$ cat config.mk
export PLATFORM = sky130hd
export DESIGN_NAME = tdm_demux_14_4bit
export DESIGN_NICKNAME = d
export VERILOG_FILES = /design/src/rtl/tdm_demux_14_4bit_pkg.sv /design/src/rtl/tdm_slot_counter.sv /design/src/rtl/tdm_demux_14_4bit.sv
export SDC_FILE = /design/constraint.sdc
export NUM_CORES = 1
export LEC_CHECK = 0
export CAP_MARGIN = 5
export CORE_ASPECT_RATIO = 2
export CORE_MARGIN = 5
export CORE_UTILIZATION = 30
export DETAILED_ROUTE_END_ITERATION = 8
export MAX_ROUTING_LAYER = met4
export PLACE_DENSITY = 0.56
export SLEW_MARGIN = 40
export SYNTH_ARGS = -nofsm -noshare
export SYNTH_HDL_FRONTEND = slang
export SYNTH_HIERARCHICAL = 1
export SYNTH_SLANG_ARGS = --single-unit
$ cat constraint.sdc
create_clock -name Clk_in -period 3.47 [get_ports Clk_in]
set_input_delay 0.694 -clock Clk_in [delete_from_list [all_inputs] [get_ports Clk_in]]
set_output_delay 0.694 -clock Clk_in [all_outputs]
set_load 0.01 [all_outputs]
$ cat src/rtl/tdm_demux_14_4bit_pkg.sv
// Shared types and constants for the 4-slot TDM receive path.
// Slot indices match the order channels appear on the bus after a sync marker.
package tdm_demux_14_4bit_pkg;

    localparam int DEF_WIDTH     = 4;
    localparam int DEF_ERR_CNT_W = 8;

    typedef enum logic {
        HUNT   = 1'b0,
        LOCKED = 1'b1
    } state_e;

    localparam logic [1:0] SLOT_A = 2'd0;
    localparam logic [1:0] SLOT_B = 2'd1;
    localparam logic [1:0] SLOT_C = 2'd2;
    localparam logic [1:0] SLOT_D = 2'd3;

endpackage

$ cat src/rtl/tdm_slot_counter.sv
// 2-bit wrapping slot counter: advances on en, jumps to slot 1 when en and sync coincide.
// Registered count, no backpressure; last flags the slot that completes a frame.
module tdm_slot_counter
    import tdm_demux_14_4bit_pkg::*;
(
    input  logic       clk,
    input  logic       rst_n,
    input  logic       en,
    input  logic       sync,
    output logic [1:0] slot,
    output logic       last
);

    logic [1:0] slot_d;
    logic [1:0] slot_q;

    // The sync word itself occupies slot 0, so the next expected slot is 1.
    always_comb begin
        slot_d = slot_q;
        if (en) begin
            slot_d = sync ? SLOT_B : slot_q + 2'd1;
        end
    end

    always_ff @(posedge clk) begin
        if (!rst_n) begin
            slot_q <= SLOT_A;
        end else begin
            slot_q <= slot_d;
        end
    end

    assign slot = slot_q;
    assign last = (slot_q == SLOT_D);

endmodule

$ cat src/rtl/tdm_demux_14_4bit.sv
// Demultiplexes a 4-slot TDM word stream into channels A..D, publishing whole frames only.
// 1 clock from the slot-3 word to updated outputs; no backpressure, Valid_in qualifies each word.
module tdm_demux_14_4bit
    import tdm_demux_14_4bit_pkg::*;
#(
    parameter int WIDTH     = DEF_WIDTH,
    parameter int ERR_CNT_W = DEF_ERR_CNT_W
) (
    input  logic                 Clk_in,
    input  logic                 Reset_n_in,
    input  logic [WIDTH-1:0]     Data_in,
    input  logic                 Valid_in,
    input  logic                 Sync_in,
    output logic [WIDTH-1:0]     A_out,
    output logic [WIDTH-1:0]     B_out,
    output logic [WIDTH-1:0]     C_out,
    output logic [WIDTH-1:0]     D_out,
    output logic                 Frame_valid_out,
    output logic                 Locked_out,
    output logic [1:0]           Slot_out,
    output logic                 Sync_err_out,
    output logic [ERR_CNT_W-1:0] Err_count_out
);

    localparam logic [ERR_CNT_W-1:0] ERR_ONE = {{(ERR_CNT_W-1){1'b0}}, 1'b1};

    state_e               state_d, state_q;
    logic [WIDTH-1:0]     sh0_d, sh0_q, sh1_d, sh1_q, sh2_d, sh2_q;
    logic [WIDTH-1:0]     a_d, a_q, b_d, b_q, c_d, c_q, d_d, d_q;
    logic                 frame_vld_d, frame_vld_q;
    logic                 locked_d, locked_q;
    logic                 sync_err_d, sync_err_q;
    logic [ERR_CNT_W-1:0] err_cnt_d, err_cnt_q;

    logic       is_locked;
    logic       wr_en;
    logic       misalign;
    logic       complete;
    logic [1:0] slot;
    logic [1:0] wr_slot;
    logic       last_slot;

    assign is_locked = (state_q == LOCKED);
    // In HUNT only a sync word is accepted; everything else is discarded.
    assign wr_en     = Valid_in && (is_locked || Sync_in);
    assign wr_slot   = Sync_in ? SLOT_A : slot;
    assign misalign  = Valid_in && is_locked && Sync_in && (slot != SLOT_A);
    // A sync can never land on slot 3 as a completion: it restarts the frame instead.
    assign complete  = Valid_in && is_locked && !Sync_in && last_slot;

    tdm_slot_counter u_slot_counter (
        .clk   (Clk_in),
        .rst_n (Reset_n_in),
        .en    (wr_en),
        .sync  (Sync_in),
        .slot  (slot),
        .last  (last_slot)
    );

    always_comb begin
        state_d     = state_q;
        sh0_d       = sh0_q;
        sh1_d       = sh1_q;
        sh2_d       = sh2_q;
        a_d         = a_q;
        b_d         = b_q;
        c_d         = c_q;
        d_d         = d_q;
        frame_vld_d = complete;
        sync_err_d  = misalign;
        locked_d    = is_locked;
        err_cnt_d   = err_cnt_q;

        if (Valid_in && Sync_in) begin
            state_d = LOCKED;
        end

        if (wr_en) begin
            case (wr_slot)
                SLOT_A:  sh0_d = Data_in;
                SLOT_B:  sh1_d = Data_in;
                SLOT_C:  sh2_d = Data_in;
                default: ;
            endcase
        end

        if (complete) begin
            a_d = sh0_q;
            b_d = sh1_q;
            c_d = sh2_q;
            d_d = Data_in;
        end

        if (misalign && (err_cnt_q != {ERR_CNT_W{1'b1}})) begin
            err_cnt_d = err_cnt_q + ERR_ONE;
        end
    end

    always_ff @(posedge Clk_in) begin
        if (!Reset_n_in) begin
            state_q     <= HUNT;
            sh0_q       <= '0;
            sh1_q       <= '0;
            sh2_q       <= '0;
            a_q         <= '0;
            b_q         <= '0;
            c_q         <= '0;
            d_q         <= '0;
            frame_vld_q <= 1'b0;
            locked_q    <= 1'b0;
            sync_err_q  <= 1'b0;
            err_cnt_q   <= '0;
        end else begin
            state_q     <= state_d;
            sh0_q       <= sh0_d;
            sh1_q       <= sh1_d;
            sh2_q       <= sh2_d;
            a_q         <= a_d;
            b_q         <= b_d;
            c_q         <= c_d;
            d_q         <= d_d;
            frame_vld_q <= frame_vld_d;
            locked_q    <= locked_d;
            sync_err_q  <= sync_err_d;
            err_cnt_q   <= err_cnt_d;
        end
    end

    assign A_out           = a_q;
    assign B_out           = b_q;
    assign C_out           = c_q;
    assign D_out           = d_q;
    assign Frame_valid_out = frame_vld_q;
    assign Locked_out      = locked_q;
    assign Slot_out        = slot;
    assign Sync_err_out    = sync_err_q;
    assign Err_count_out   = err_cnt_q;

endmodule
==> results of run 1 <==
cell families after synthesis:
family / after synthesis
compound gates: 32
xor+xnor: 3
fa+ha+maj: 2
buf+inv: 12
flops: 42
mux: 13
simple gates: 72
worst min-delay path, delay by kind of cell (launching register included):
| kind | cells | cell delay (ps) |
|---|---|---|
| compound gates | 1 | 50 |
| flops | 1 | 320 |
| simple gates | 1 | 50 |
worst max-delay path by stage:
| stage | start | end | slack (ps) | depth (start not counted) |
|---|---|---|---|---|
| detailed placement | Sync_in | sh1_q[2]$_SDFFE_PN0P_ | 920 | 5 |
| global route | Sync_in | Err_count_out[7]$_SDFFE_PN0P_ | 1070 | 5 |
| global placement | Sync_in | sh1_q[3]$_SDFFE_PN0P_ | 920 | 5 |
| finish | Sync_in | sh1_q[1]$_SDFFE_PN0P_ | 1250 | 5 |
| floorplan | Sync_in | sh1_q[3]$_SDFFE_PN0P_ | 1740 | 5 |
| CTS | Sync_in | sh1_q[1]$_SDFFE_PN0P_ | 1220 | 5 |
state kept, by name, summed over array words and instances (netlist names), 4 cells and up:
name	flops
Err_count_out	8
A_out	4
B_out	4
C_out	4
D_out	4
sh0_q	4
sh1_q	4
sh2_q	4
metal layers:
layer	global-route usage (%)	vias to the layer above	routed length [um]
li1	-	674	-
met1	11.02	587	1390
met3	2.358	8	126
met4	7.959	0	106
met2	19.39	28	1983
met5	-	-	0
power breakdown:
| group | leakage (nW) | switching [mW] | total, mW | internal [mW] |
|---|---|---|---|---|
| clock | 0.0472 | 0.167 | 0.327 | 0.160 |
| combinational | 0.389 | 0.0259 | 0.0475 | 0.0216 |
| sequential | 0.339 | 0.00719 | 0.495 | 0.488 |
| total | 0.776 | 0.200 | 0.869 | 0.670 |
stage by stage:
stage / hold WS [ps] / utilization (%) / instances / total power, mW
detailed placement: 441.9 / 38.12 / 266 / 0.5549
floorplan: 431.2 / - / 176 / 0.5324
CTS: 457.0 / 39.89 / 274 / 0.8843
finish: 452.8 / 39.89 / 274 / 0.8693
global placement: 440.5 / 38.12 / 266 / 0.5543
global route: 482.1 / 39.89 / 274 / 0.9093
cell usage in the layout, fill, tap and decap left out, types with 2 or more instances in the layout:
cell             Yosys  final
clkbuf_8             0      6
xor2_1               3      3
o21ai_2              3      3
dfxtp_1             42     42
and3_1               3      3
nand3_1              3      3
nor4b_4              2      2
nor2_1              21     21
buf_4                1      2
ha_1                 2      2
mux2i_1             13     13
o21ai_0              2      2
clkdlybuf4s50_1      0     36
inv_1                4      3
nand2_1             33     33
nor3_1               2      2
a21oi_1             18     18
o211ai_1             3      3
area by class of cell:
class | count | area (um^2)
Clock buffer | 6 | 82.58
Clock inverter | 2 | 12.51
Fill cell | 552 | 3229
Inverter | 4 | 15.01
Multi-Input combinational cell | 122 | 742.0
Sequential cell | 42 | 840.8
Tap cell | 60 | 75.07
Timing Repair Buffer | 38 | 375.4
==> impl_metrics.tcl, run 1 <==
set metrics [dict create \
    skew_ps 7.224 \
    ff2ff_path_depth 4 \
    cp_slowest_cell "clkdlybuf4s50_1" \
    critPathLaunchType "input port" \
    reg2reg_slack_ps 1810 \
    drc 0 \
    htree_levels 2 \
    start_util_pct 30.41 \
    drt-total-wl_mm 3.607 \
    yosys_warnings 6 \
    synth_top_family_by_area "simple AND/OR/NAND/NOR gates" \
    ios 37 \
    cts_tree "built" \
    yosysSeqAreaShare_pct 51.45 \
    fmax_mhz 449.5 \
    drtAntennaViolNets 0 \
    cts_resized 0 \
    slew_headroom_pct 59.49 \
    synth_commonest_cells "dfxtp_1 (42), nand2_1 (33), nor2_1 (21)" \
    viasPerCell 4.734 \
    post_cts.repair.setup_buffers 0 \
    clkTransAtPathRegs_ps 80 \
    cts_root_buffer "clkbuf_8" \
    clk_path_buf_depth 2 \
    synth-xor-area-share_pct 1.608 \
    holdPathEnd "B_out[0]$_SDFFE_PN0P_" \
    rows 38 \
    cts_hold_buffers 0 \
    cp_top_family "buffers and inverters" \
    synthArstFlopShare_pct 0 \
    grt_pass1_wl_mm 6.272 \
    place_area_um2 2048 \
    hp-class "reg2reg" \
    synth_most_common_cell "dfxtp_1" \
    synth_compound_area_share_pct 12.56 \
    die_y_um 114.4 \
    critPathMaxFanout 10 \
    dieWidth_um 62.19 \
    yosys_register_bits 42 \
    drv_cap 0 \
    period_share_pct 64.12 \
    synth-adder-area-share_pct 1.531 \
    hold_violations 0 \
    cts_made_buffers 5 \
    required_ps 3620 \
    syn-cell-area_um2 1634 \
    arrival_ps 2380 \
    syn_inst 176 \
    synth_area_leaders "dfxtp_1 (51%), mux2i_1 (8.0%), nand2_1 (7.6%), a21oi_1 (5.5%), nor2_1 (4.8%)" \
    die-area_um2 7112 \
    grt_max_degree 37 \
    rr_startpoint "u_slot_counter/slot[0]$_SDFFE_PN0P_" \
    syn_nets 186 \
    nets 223 \
    grt-ovfl-total 0 \
    period_needed_ps 2225 \
    setup_viol 0 \
    wire_per_inst_um 13.16 \
    synth_cell_types 33 \
    worst_pin_slew_ps 606.8 \
    fin_tns_setup_ps 0 \
    critPathBufInv 1 \
    ir_drop_mv 0.2589 \
    dpl_worst_slack_ps 921.2 \
    dr.pass1.iters 4 \
    synth.avg_cell_area_um2 9.284 \
    drt_first_iter_violations 14 \
    setup_slack_ps 1245 \
    port_buffers 36 \
    cts.sinks 42 \
    critical_path.cell_chain "clkdlybuf4s50_1, o21ai_2, nor4b_4, mux2i_1, nor2_1" \
    syn_to_final_growth_pct 31.16 \
    clk_latency_ps 290 \
    slowest_delay_ps 750 \
    antenna_found_initial 0 \
    holdPathStages 2 \
    grt_pass1_vias 1386 \
    track_usage_pct 11.26 \
    diodes 0 \
    drive_above_1_share_pct 7.944 \
    core_area_um2 5373 \
    worst-setup-path-type "in2reg" \
    status "complete, no violations" \
    synth_edf_count 0 \
    leakagePower_nw 0.7759 \
    yosys.area.top_type "dfxtp_1" \
    gp_congestion 0.7896 \
    endpoint_kind "flip-flop" \
    muxShareOfSynthArea_pct 7.963 \
    final_max_slew_viol_count 0 \
    p_per_area_nw_per_um2 405.6 \
    synth_top_area_share_pct 51.45 \
    r2r_end "C_out[3]$_SDFFE_PN0P_" \
    vias 1297 \
    ys.flop_type "dfxtp_1" \
    yosys.area_share.simple_pct 21.75 \
    rsz0062_at_grt "false" \
    fin_area_um2 2143 \
    hold_path_startpoint "sh1_q[0]$_SDFFE_PN0P_" \
    dp_hpwl_mm 2.669 \
]
Power figures use the tool's default switching activity.
==> run 2, diff against run 1 <==
- clock period: 3.47 -> 2.2 ns (I/O delays scaled with it)
==> run 2 against run 1 <==
  * Via count is 2.8% higher
  * Design area is 2.5% higher
  * Sequential share of layout area is 0.94 points lower
  * Count of clock-buffer cells in the layout stayed put
  * Clock skew is 4.6 ps lower
  * Power is 70% higher
  * Worst setup slack worse by 930 ps
  * Wire length is 5.5% higher
  * Critical path depth is 4 lower
  * Sequential power is 58% higher
  * Final cell count is 0.73% higher
  * Global-route usage is 0.17 points higher
  * Critical path type is now reg2out
==> impl_metrics.tcl, run 2 (synthesis gave the netlist of run 1 again) <==
set metrics [dict create \
    worst_pin_slew_ps 495.6 \
    drive_above_1_share_pct 8.333 \
    rsz0062_at_grt "false" \
    syn_to_final_growth_pct 34.38 \
    required_ps 1760 \
    place_inst 269 \
    critical_path.startpoint "u_slot_counter/slot[0]$_SDFFE_PN0P_" \
    worst-setup-path-type "reg2out" \
    grt_pass1_wl_mm 6.279 \
    core_area_um2 5373 \
    slowest_delay_ps 610 \
    cts_root_buffer "clkbuf_8" \
    die-area_um2 7112 \
    cts_tree "built" \
    htree_levels 2 \
    rows 38 \
    place_area_um2 2083 \
    ir_drop_mv 0.5338 \
    r2r_end "Err_count_out[5]$_SDFFE_PN0P_" \
    cp_slowest_cell "clkdlybuf4s50_1" \
    grt_max_degree 35 \
    cp_top_family "buffers and inverters" \
    rr_startpoint "u_slot_counter/slot[0]$_SDFFE_PN0P_" \
    crit_path_end "Slot_out[0]" \
    fin_tns_setup_ps 0 \
    finalNonFillerCells 276 \
    clk_path_buf_depth 2 \
    final_max_slew_viol_count 0 \
    ff2ff_path_depth 4 \
    endpoint_kind "primary output" \
    critPathLaunchType "flip-flop" \
    hp-class "reg2reg" \
    fmax_mhz 529.5 \
    track_usage_pct 11.43 \
    path_depth 1 \
    diodes 0 \
    antenna_found_initial 0 \
    n_fill_cell 561 \
    gp_congestion 0.7701 \
    nets 226 \
    wire_per_inst_um 13.79 \
    ios 37 \
    drtAntennaViolNets 0 \
    cts.sinks 42 \
    vias 1333 \
    status "complete, no violations" \
    power_mw 1.480 \
    drt_first_iter_violations 13 \
    cts_hold_buffers 0 \
    cts_resized 0 \
    dr.pass1.iters 4 \
    port_buffers 36 \
    clk_latency_ps 290 \
    setup_viol 0 \
    skew_ps 2.659 \
    slew_headroom_pct 66.82 \
    dp_hpwl_mm 2.788 \
    drc 0 \
    leakagePower_nw 0.8067 \
    drv_cap 0 \
    period_needed_ps 1889 \
    die_y_um 114.4 \
    final_cell_mix "dfxtp_1 (42), clkdlybuf4s50_1 (36), nand2_1 (33)" \
    grt_pass1_vias 1302 \
    start_util_pct 30.41 \
    drt-total-wl_mm 3.806 \
    critical_path.cell_chain "clkdlybuf4s50_1" \
    grt-ovfl-total 0 \
    arrival_ps 1450 \
    cts_made_buffers 5 \
    critPathMaxFanout 9 \
    dieWidth_um 62.19 \
    hold_violations 0 \
    period_share_pct 85.85 \
    post_cts.repair.setup_buffers 0 \
    clkTransAtPathRegs_ps 80 \
    largest_reg_flops 8 \
    holdWs_ps 456.1 \
    fin_area_um2 2196 \
    viasPerCell 4.830 \
    final_common_cell "dfxtp_1" \
    p_per_area_nw_per_um2 673.8 \
    critPathBufInv 1 \
    reg2reg_slack_ps 680 \
]
==> run 2: changes by cell type in the layout (fill, tap and decap cells not counted) <==
cell	delta
buf_4	+2
buf_12	+1
bufinv_16	+1
clkinv_2	-1
clkinvlp_4	-1
inv_1	+1
inv_2	-1
==> run 2: report_power, final <==
part           internal (mW)  switching, mW
Combinational         0.0388         0.0427
Clock                  0.363          0.254
Sequential             0.770         0.0114
==> run 2: per-stage QoR <==
stage                     util [%]  setup WS, ps
after detailed placement     38.78         123.9
after global routing         40.87         258.1
final                        40.87         311.3
after CTS                    40.87         289.7
after floorplan                  -         720.5
after global placement       38.78         113.6
==> run 2: layout make-up <==
type | instances | area (um^2) | area share, %
inverter | 4 | 15.01 | 0.6838
sequential | 42 | 840.8 | 38.29
clock buffer | 6 | 82.58 | 3.761
tap | 60 | 75.07 | 3.419
clock inverter | 1 | 30.03 | 1.368
multi-input combinational | 122 | 742.0 | 33.79
timing repair buffer | 41 | 410.4 | 18.69
==> run 2: worst min path at each step <==
stage                          start                    end  slack, ps  cells past startpoint
3_5_place_dp   sh2_q[0]$_SDFFE_PN0P_  C_out[0]$_SDFFE_PN0P_        450                      2
4_1_cts        sh0_q[0]$_SDFFE_PN0P_  A_out[0]$_SDFFE_PN0P_        460                      2
5_1_grt        A_out[0]$_SDFFE_PN0P_  A_out[0]$_SDFFE_PN0P_        480                      2
2_1_floorplan  sh1_q[0]$_SDFFE_PN0P_  B_out[0]$_SDFFE_PN0P_        430                      2
3_3_place_gp   sh2_q[2]$_SDFFE_PN0P_  C_out[2]$_SDFFE_PN0P_        440                      2
6_report       sh2_q[0]$_SDFFE_PN0P_  C_out[0]$_SDFFE_PN0P_        460                      2
==> run 2: per-layer routing <==
layer	GRT usage, %	part of all wire (%)
met5	-	0
met4	6.078	2.4
met3	2.259	3.0
met2	20.15	56
met1	11.71	39
==> run 3, diff against run 2 <==
- CAP_MARGIN: 5 -> not set
==> results of run 3 <==
Final layout, timing and power as in run 2 (identical DEF).
